===== config.mk =====
export PLATFORM = sky130hd
export DESIGN_NAME = vga_console
export DESIGN_NICKNAME = d
export VERILOG_FILES = /design/src/rtl/vga_text_pkg.sv /design/src/rtl/vga_console.sv
export SDC_FILE = /design/constraint.sdc
export NUM_CORES = 1
export LEC_CHECK = 0
export ABC_AREA = 1
export CAP_MARGIN = 10
export CORE_UTILIZATION = 55
export CTS_BUF_LIST = sky130_fd_sc_hd__clkbuf_16
export DETAILED_ROUTE_END_ITERATION = 12
export MAX_ROUTING_LAYER = met4
export PLACE_DENSITY = 0.8
export SKIP_LAST_GASP = 1
export SLEW_MARGIN = 20
export SYNTH_ARGS = -nofsm -noshare
export SYNTH_HDL_FRONTEND = slang
export SYNTH_SLANG_ARGS = --single-unit

===== constraint.sdc =====
create_clock -name clk -period 5.1 [get_ports clk]
set_input_delay 0.765 -clock clk [delete_from_list [all_inputs] [get_ports clk]]
set_output_delay 0.765 -clock clk [all_outputs]
set_load 0.05 [all_outputs]

===== src/rtl/vga_text_pkg.sv =====
// Shared text-console definitions: default screen size, derived character-grid
// limits, controller state encoding and the control bytes the console interprets.
package vga_text_pkg;

    localparam int H_DISP_DEF = 1280;
    localparam int V_DISP_DEF = 1024;

    function automatic int calc_x_limit(input int h_disp);
        return h_disp / 8;
    endfunction

    function automatic int calc_y_limit(input int v_disp);
        return v_disp / 8;
    endfunction

    function automatic int calc_addr_limit(input int h_disp, input int v_disp);
        return (h_disp / 8) * (v_disp / 8);
    endfunction

    typedef enum logic [1:0] {
        ST_IDLE   = 2'd0,
        ST_SCROLL = 2'd1,
        ST_CLEAR  = 2'd2,
        ST_INIT   = 2'd3
    } state_t;

    localparam logic [7:0] CH_BS    = 8'h08;
    localparam logic [7:0] CH_LF    = 8'h0A;
    localparam logic [7:0] CH_CR    = 8'h0D;
    localparam logic [7:0] CH_SP    = 8'h20;
    localparam logic [7:0] CH_TILDE = 8'h7E;

endpackage


===== src/rtl/vga_console.sv =====
// Character-stream text console: turns a byte stream into text-buffer writes with a
// scrolling ring buffer. Macro VGA_CONSOLE_INIT_CLEAR_EN adds a full-screen clear after reset.
module vga_console
    import vga_text_pkg::*;
#(
    parameter int  h_disp     = H_DISP_DEF,
    parameter int  v_disp     = V_DISP_DEF,
    localparam int x_limit    = calc_x_limit(h_disp),
    localparam int y_limit    = calc_y_limit(v_disp),
    localparam int addr_limit = calc_addr_limit(h_disp, v_disp),
    localparam int addr_width = $clog2(addr_limit)
) (
    input  logic                  clk,
    input  logic                  rst_n,
    input  logic [7:0]            char_in,
    input  logic                  char_valid,
    output logic                  char_ready,
    output logic [addr_width-1:0] addr_init,
    output logic [addr_width-1:0] addr_write,
    output logic                  write_enable,
    output logic [7:0]            char_write,
    output logic [7:0]            cursor_x,
    output logic [7:0]            cursor_y
);

    localparam logic [addr_width-1:0] ROW_STEP  = addr_width'(x_limit);
    localparam logic [addr_width-1:0] LAST_ROW  = addr_width'((y_limit - 1) * x_limit);
    localparam logic [addr_width-1:0] WRAP_AT   = addr_width'(addr_limit - x_limit);
    localparam logic [addr_width-1:0] CLR_ROW_E = addr_width'(x_limit - 1);
    localparam logic [addr_width-1:0] CLR_ALL_E = addr_width'(addr_limit - 1);
    localparam logic [addr_width-1:0] ONE       = addr_width'(1);
    localparam logic [7:0]            X_MAX     = 8'(x_limit - 1);
    localparam logic [7:0]            Y_MAX     = 8'(y_limit - 1);

`ifdef VGA_CONSOLE_INIT_CLEAR_EN
    localparam state_t RST_STATE = ST_INIT;
`else
    localparam state_t RST_STATE = ST_IDLE;
`endif

    state_t                state, state_nx;
    logic [addr_width-1:0] clr_cnt;
    logic [addr_width-1:0] cur_addr, wr_addr;
    logic [7:0]            nx_x, nx_y, wr_byte;
    logic                  accept, do_wr, row_adv, scroll;

    assign accept   = char_valid && char_ready;
    assign cur_addr = addr_width'(cursor_y) * ROW_STEP + addr_width'(cursor_x);
    assign scroll   = row_adv && (cursor_y == Y_MAX);

    // Character decode: what the accepted byte does to the cursor and the buffer.
    always_comb begin
        do_wr   = 1'b0;
        wr_byte = CH_SP;
        wr_addr = cur_addr;
        nx_x    = cursor_x;
        nx_y    = cursor_y;
        row_adv = 1'b0;
        if (char_in >= CH_SP && char_in <= CH_TILDE) begin
            do_wr   = 1'b1;
            wr_byte = char_in;
            if (cursor_x == X_MAX) begin
                nx_x    = 8'd0;
                row_adv = 1'b1;
            end else begin
                nx_x = cursor_x + 8'd1;
            end
        end else if (char_in == CH_LF) begin
            nx_x    = 8'd0;
            row_adv = 1'b1;
        end else if (char_in == CH_CR) begin
            nx_x = 8'd0;
        end else if (char_in == CH_BS && cursor_x != 8'd0) begin
            nx_x    = cursor_x - 8'd1;
            do_wr   = 1'b1;
            wr_addr = cur_addr - ONE;
        end
        // The bottom row stays put; the scroll moves the buffer instead.
        if (row_adv && cursor_y != Y_MAX)
            nx_y = cursor_y + 8'd1;
    end

    always_comb begin
        state_nx = state;
        case (state)
            ST_IDLE:   if (accept && scroll) state_nx = ST_SCROLL;
            ST_SCROLL: state_nx = ST_CLEAR;
            ST_CLEAR:  if (clr_cnt == CLR_ROW_E) state_nx = ST_IDLE;
            ST_INIT:   if (clr_cnt == CLR_ALL_E) state_nx = ST_IDLE;
            default:   state_nx = ST_IDLE;
        endcase
    end

    always_ff @(posedge clk or negedge rst_n) begin
        if (!rst_n) begin
            state        <= RST_STATE;
            char_ready   <= 1'b0;
            addr_init    <= '0;
            addr_write   <= '0;
            write_enable <= 1'b0;
            char_write   <= 8'h00;
            cursor_x     <= 8'd0;
            cursor_y     <= 8'd0;
            clr_cnt      <= '0;
        end else begin
            state        <= state_nx;
            char_ready   <= (state_nx == ST_IDLE);
            write_enable <= 1'b0;
            case (state)
                ST_IDLE: if (accept) begin
                    cursor_x <= nx_x;
                    cursor_y <= nx_y;
                    if (do_wr) begin
                        write_enable <= 1'b1;
                        addr_write   <= wr_addr;
                        char_write   <= wr_byte;
                    end
                end
                ST_SCROLL: begin
                    // Base addresses are row multiples, so reaching WRAP_AT means wrap to 0.
                    addr_init <= (addr_init >= WRAP_AT) ? addr_init - WRAP_AT
                                                        : addr_init + ROW_STEP;
                    clr_cnt   <= '0;
                end
                ST_CLEAR, ST_INIT: begin
                    write_enable <= 1'b1;
                    addr_write   <= ((state == ST_CLEAR) ? LAST_ROW : '0) + clr_cnt;
                    char_write   <= CH_SP;
                    clr_cnt      <= clr_cnt + ONE;
                end
                default: ;
            endcase
        end
    end

endmodule


==> results of run 1 <==
## kinds of logic after synthesis
family	count (synthesis)	synth area share, %
buffers and inverters	108	9.61
adder cells (fa/ha/maj)	30	8.13
XOR/XNOR	30	5.52
AND/OR/NAND/NOR	311	28.6
other	1	0.0766
multiplexers	2	0.435
flip-flops	68	34.8
AO/OA/AOI/OAI	103	12.9
## cells in the mapped netlist (all sizes together) (2+ instances only)
library cell | count | area (um^2)
nand4 | 15 | 109
ha | 27 | 338
nor3 | 14 | 80.1
clkbuf | 3 | 11.3
xor2 | 21 | 191
a31oi | 5 | 31.3
o21ai | 33 | 180
o22a | 2 | 17.5
xnor2 | 9 | 78.8
nor4 | 3 | 18.8
inv | 91 | 344
a32o | 3 | 30.0
fa | 3 | 60.1
o211ai | 11 | 82.6
a21oi | 32 | 164
o21bai | 4 | 30.0
nand3 | 51 | 268
o22ai | 6 | 37.5
dfrtp | 68 | 1700
buf | 13 | 110
or2 | 2 | 12.5
nor2 | 71 | 289
nand2 | 153 | 604
## final cells by class
cell class / count / area [um^2]
Multi-Input combinational cell: 481 / 2740
Timing Repair Buffer: 62 / 613
Clock inverter: 7 / 90.1
Tap cell: 108 / 135
Inverter: 92 / 349
Sequential cell: 68 / 1700
Fill cell: 713 / 2830
Clock buffer: 9 / 225
## report_power, final
group | total, W | switching (W) | internal [W] | leakage, nW
Combinational | 0.0000412 | 0.0000306 | 0.0000106 | 1.83
Clock | 0.000668 | 0.000241 | 0.000427 | 0.159
Sequential | 0.000540 | 0 | 0.000540 | 0.828
Total | 0.00125 | 0.000271 | 0.000977 | 2.82
## critical path: stages, from the launching register on
cell and delay (ns):
dfrtp_1 0.74, inv_2 0.32, nor2_1 0.52, ha_1 0.27, inv_1 0.06, fa_1 0.38
inv_1 0.09, nand3_1 0.06, nand2_1 0.13, nand2_1 0.07, o211ai_1 0.09, or2_2 0.14
nand3_1 0.06, nand2_1 0.09, inv_1 0.05, a21oi_2 0.12
## metal layers
metal	share of wire, %	global-route usage, %	vias to the layer above
met2	47	42.6	157
li1	-	-	2269
met4	1.8	8.33	0
met3	5.7	5.37	22
met1	45	36.5	2125
met5	0	-	-
## per-stage QoR
| stage | area (um^2) | cells | hold slack [ns] |
|---|---|---|---|
| 2_1_floorplan | 4910 | 657 | 0.469 |
| 3_3_place_gp | 5540 | 811 | 0.463 |
| 3_5_place_dp | 5540 | 811 | 0.474 |
| 4_1_cts | 5850 | 827 | 0.489 |
| 5_1_grt | 5850 | 827 | 0.517 |
| 6_report | 5850 | 827 | 0.484 |
## sequential cells by signal, summed over array words and instances (netlist names)
name and flops:
write_enable 1, addr_init 10, addr_write 15, char_write 8
cursor_x 8, cursor_y 8, state 2, char_ready 1
clr_cnt 15
## worst max-delay path by stage
stage / to / slack, ns
3_5_place_dp: addr_write[13] / 1.92
2_1_floorplan: addr_write[12] / 2.22
3_3_place_gp: addr_write[13] / 2.06
5_1_grt: addr_write[13] / 1.51
4_1_cts: addr_write[13] / 1.89
6_report: addr_write[13] / 1.84
==> reports/metrics.cfg, run 1 <==
[timing]
period_needed_ns=3.26
tightest_slew_ns=0.879
finalCritPeriodShare_pct=64.0
setup_viol=0
worst_slack_ns=1.84
drv_slew=0
clock.fmax_mhz=307
finalClockSkew_ns=0.00901
finalHoldViolations=0
rsz0062_at_grt=no
fin_setup_tns_ns=0
slew_headroom_pct=41.4

[routing]
avgViaCountPerCell=5.53
ant_nets=0
drc_errors=0
drt_wl_total_um=11600
first_iter_violations=266
drt_first_pass_iters=5
num_vias=4573
wl_per_cell_um=14.0

[die]
start_util_pct=56.4
fp.dieH_um=96.3
die-area_mm2=0.00928
rows=34
ios=67
core-area_mm2=0.00868
die_x_um=96.3

[cells_and_area]
drive_above_1_share_pct=6.95
syn2layout_area_growth_pct=19.6
most-common-layout-cells=nand2_1, inv_1, dfrtp_1
final_common_cell=nand2_1
postLayoutCoreUtil_pct=67.4
final_nets=755
diodes=0

[place]
pre_cts_slack_ns=1.92
port_buffers=61
place_congestion=0.988
place_hpwl_um=8630

[worst_setup_path]
startpoint=state[1]
cp.required_ns=5.36
ff2ff_path_depth=15
cp_max_fo=19
timing.rr.end=addr_write[13]
r2r_start=state[1]
setup.worst_path.start_class=register
arrival_ns=3.52
critPathKind=register to register
critPathCaptureType=register
r2r_slack_ns=1.84

[global_routing]
grt_pass1_wl_um=19100
grt_pass1_vias=4224
grt_max_degree=40
antenna_found_initial=0
grt_remaining_overflow=0
track_usage_pct=27.5

[pwr]
p_leak_nw=2.82
peakVddDrop_uv=165
total_power_w=0.00125
powerDensity_mw_per_mm2=213

[clock_network]
cts_resized=0
ctsHoldBuffers=0
cts_buffers=9
cts_setup_buffers=0
clk_latency_ns=0.33
clk_pin_slew_ns=0.06
htree_num_levels=3
cts-root-buf=clkbuf_16
cts_tree=done
clkSinkCount=68
clockBufferDepth=2

[hold_path]
hold_depth=2
hold_start=addr_write[12]
hold_class=register to register
hold_path_end=addr_write[12]

[synthesis]
synthCells=653
synth-seq-cells=68
synth.yosys.seq_area_share_pct=34.8
synthArstFlopShare_pct=100
avgSynthCellArea_um2=7.50
synth_ff_type=dfrtp_1
synth_edf_count=0
synth.distinct_cells=52
syn_area_mm2=0.00489
yosys_warnings=0

[run]
maxCapViolCount=0

[outcome]
outcome=finished clean

Power figures use the tool's default switching activity.
==> run 2: changes to the inputs <==
==> constraint.sdc (replaced) <==
create_clock -name clk -period 3.1 [get_ports clk]
set_input_delay 0.465 -clock clk [delete_from_list [all_inputs] [get_ports clk]]
set_output_delay 0.465 -clock clk [all_outputs]
set_load 0.05 [all_outputs]
==> reports/metrics.cfg, run 2 (synthesis gave the netlist of run 1 again) <==
[timing]
finalCritPeriodShare_pct=91.1
tightest_slew_ns=0.649
finalClockSkew_ns=0.00563
slew_headroom_pct=56.7
fin_setup_tns_ns=0
finalHoldViolations=0
worst_slack_ns=0.275
clock.fmax_mhz=354
rsz0062_at_grt=no
setup_viol=0
period_needed_ns=2.82
drv_slew=0

[clock_network]
cts-root-buf=clkbuf_16
clockBufferDepth=2
clk_latency_ns=0.33
cts_buffers=9
clk_pin_slew_ns=0.05
htree_num_levels=3
cts_tree=done
clkSinkCount=68

[cells_and_area]
final_common_cell=nand2_1
top_regs=addr_write (15), clr_cnt (15), addr_init (10)
seqCellArea_mm2=0.00170
syn2layout_area_growth_pct=19.7
diodes=0
most-common-layout-cells=nand2_1, inv_1, dfrtp_1
final_nets=759
drive_above_1_share_pct=7.61
stdcell_area_mm2=0.00586
fillers=736
multi_input_area_mm2=0.00274

[worst_setup_path]
setup.worst_path.start_class=register
critPathMaxStageDelay_ns=0.45
critPathKind=register to register
path_cells=ha_1 > ha_1 > inv_1 > fa_1 > nor2_1 > nand3_1 > nand2_1 > nand2_1 > nand2_2 > nand2_1 > nor2_2 > inv_1 > nor2_1 > nand2_1 > nand3_1 > nand2_1 > nand2_1 > nand2_1
critPathCaptureType=register
r2r_start=cursor_y[3]
arrival_ns=3.05
crit_top_cell=nand2_1
cp.required_ns=3.32
startpoint=cursor_y[3]
cp_max_fo=6
cp_slowest_cell=dfrtp_1

[place]
port_buffers=61
pre_cts_slack_ns=0.314
place_hpwl_um=8770
placed_area_mm2=0.00557
place_congestion=0.904

[global_routing]
antenna_found_initial=0
track_usage_pct=28.2
grt_max_degree=28
grt_remaining_overflow=0
grt_pass1_vias=4361
grt_pass1_wl_um=19800

[pwr]
peakVddDrop_uv=280
powerDensity_mw_per_mm2=335
total_power_w=0.00197
power.net_switching_w=0.000440
p_int_w=0.00153
p_leak_nw=2.82
swShare_pct=22.4
clockPowerShare_pct=51.3
combPwrFrac_pct=3.5
p_seq_share_pct=45.2

[routing]
drt_wl_total_um=11800
wl_met1_um=5240
drc_errors=0
drt_first_pass_iters=5
num_vias=4623
top_layer=met4
ant_nets=0
dr_wl_met2_um=5700
first_iter_violations=211
dr_wl_met3_um=665
avgViaCountPerCell=5.56
wl_per_cell_um=14.2

[die]
core-area_mm2=0.00868
ios=67
start_util_pct=56.4
die_x_um=96.3
rows=34
die-area_mm2=0.00928
fp.dieH_um=96.3

[hold_path]
hold_class=primary input to async pin

[run]
maxCapViolCount=0

[outcome]
outcome=finished clean

[run 2: cell types whose count changed in the layout (fill, tap and decap cells not counted)]
cell,change
buf_4,+4
dfrtp_1,-1
inv_6,-1
clkinvlp_4,+1
clkinv_4,+1
bufinv_16,-1
dfrtp_2,+1
[run 2: final timing paths]
kind,endpoint,slack (ns),depth (start not counted)
min in group clk,char_write[6],0.49,2
hold reg to reg,char_write[6],0.49,2
setup reg to reg,addr_write[12],0.28,18
setup / recovery,addr_write[12],0.28,18
hold / removal,write_enable,0.16,1
max in group asynchronous,cursor_x[1],2.19,2
[run 2: power groups by stage]
| stage | logic [W] | registers, W | clock network [W] |
|---|---|---|---|
| floorplan | 0.0000352 | 0.000904 | 0 |
| global route | 0.0000772 | 0.000887 | 0.00106 |
| CTS | 0.0000708 | 0.000888 | 0.00102 |
| finish | 0.0000692 | 0.000888 | 0.00101 |
| global placement | 0.0000700 | 0.000904 | 0 |
| detailed placement | 0.0000704 | 0.000904 | 0 |
[run 2: routing by layer]
| layer | GRT usage [%] | up-vias |
|---|---|---|
| met4 | 9.31 | 0 |
| met5 | - | - |
| met1 | 37.0 | 2163 |
| met2 | 44.9 | 151 |
| li1 | - | 2282 |
| met3 | 4.11 | 27 |
[run 2: cell type report]
class                   count  area share (%)
clock buffers               9            3.84
clock inverters             7            1.15
inverters                  92            5.96
multi-input cells         481            46.7
flip-flops and latches     68            29.1
well taps                 108            2.31
repair buffers             66            11.0
[run 2: critical path, delay by kind of cell, from the launching register on]
kind	cells	cell delay, ns
AND/OR/NAND/NOR	13	1.14
adder cells (fa/ha/maj)	3	0.98
flip-flops	1	0.45
buffers and inverters	2	0.14
[run 2: stage by stage]
| step | instances | hold slack [ns] | util (%) |
|---|---|---|---|
| finish | 831 | 0.162 | 67.5 |
| global route | 831 | 0.220 | 67.5 |
| CTS | 831 | 0.193 | 67.5 |
| detailed placement | 815 | 0.471 | 64.1 |
| global placement | 815 | 0.459 | 64.1 |
| floorplan | 657 | 0.169 | - |
[run 2: what timing repair did]
item	in CTS	in global routing
hold buffers	0	0
endpoints found under the setup margin	0	1
buffers inserted	0	0
resized for setup	0	1
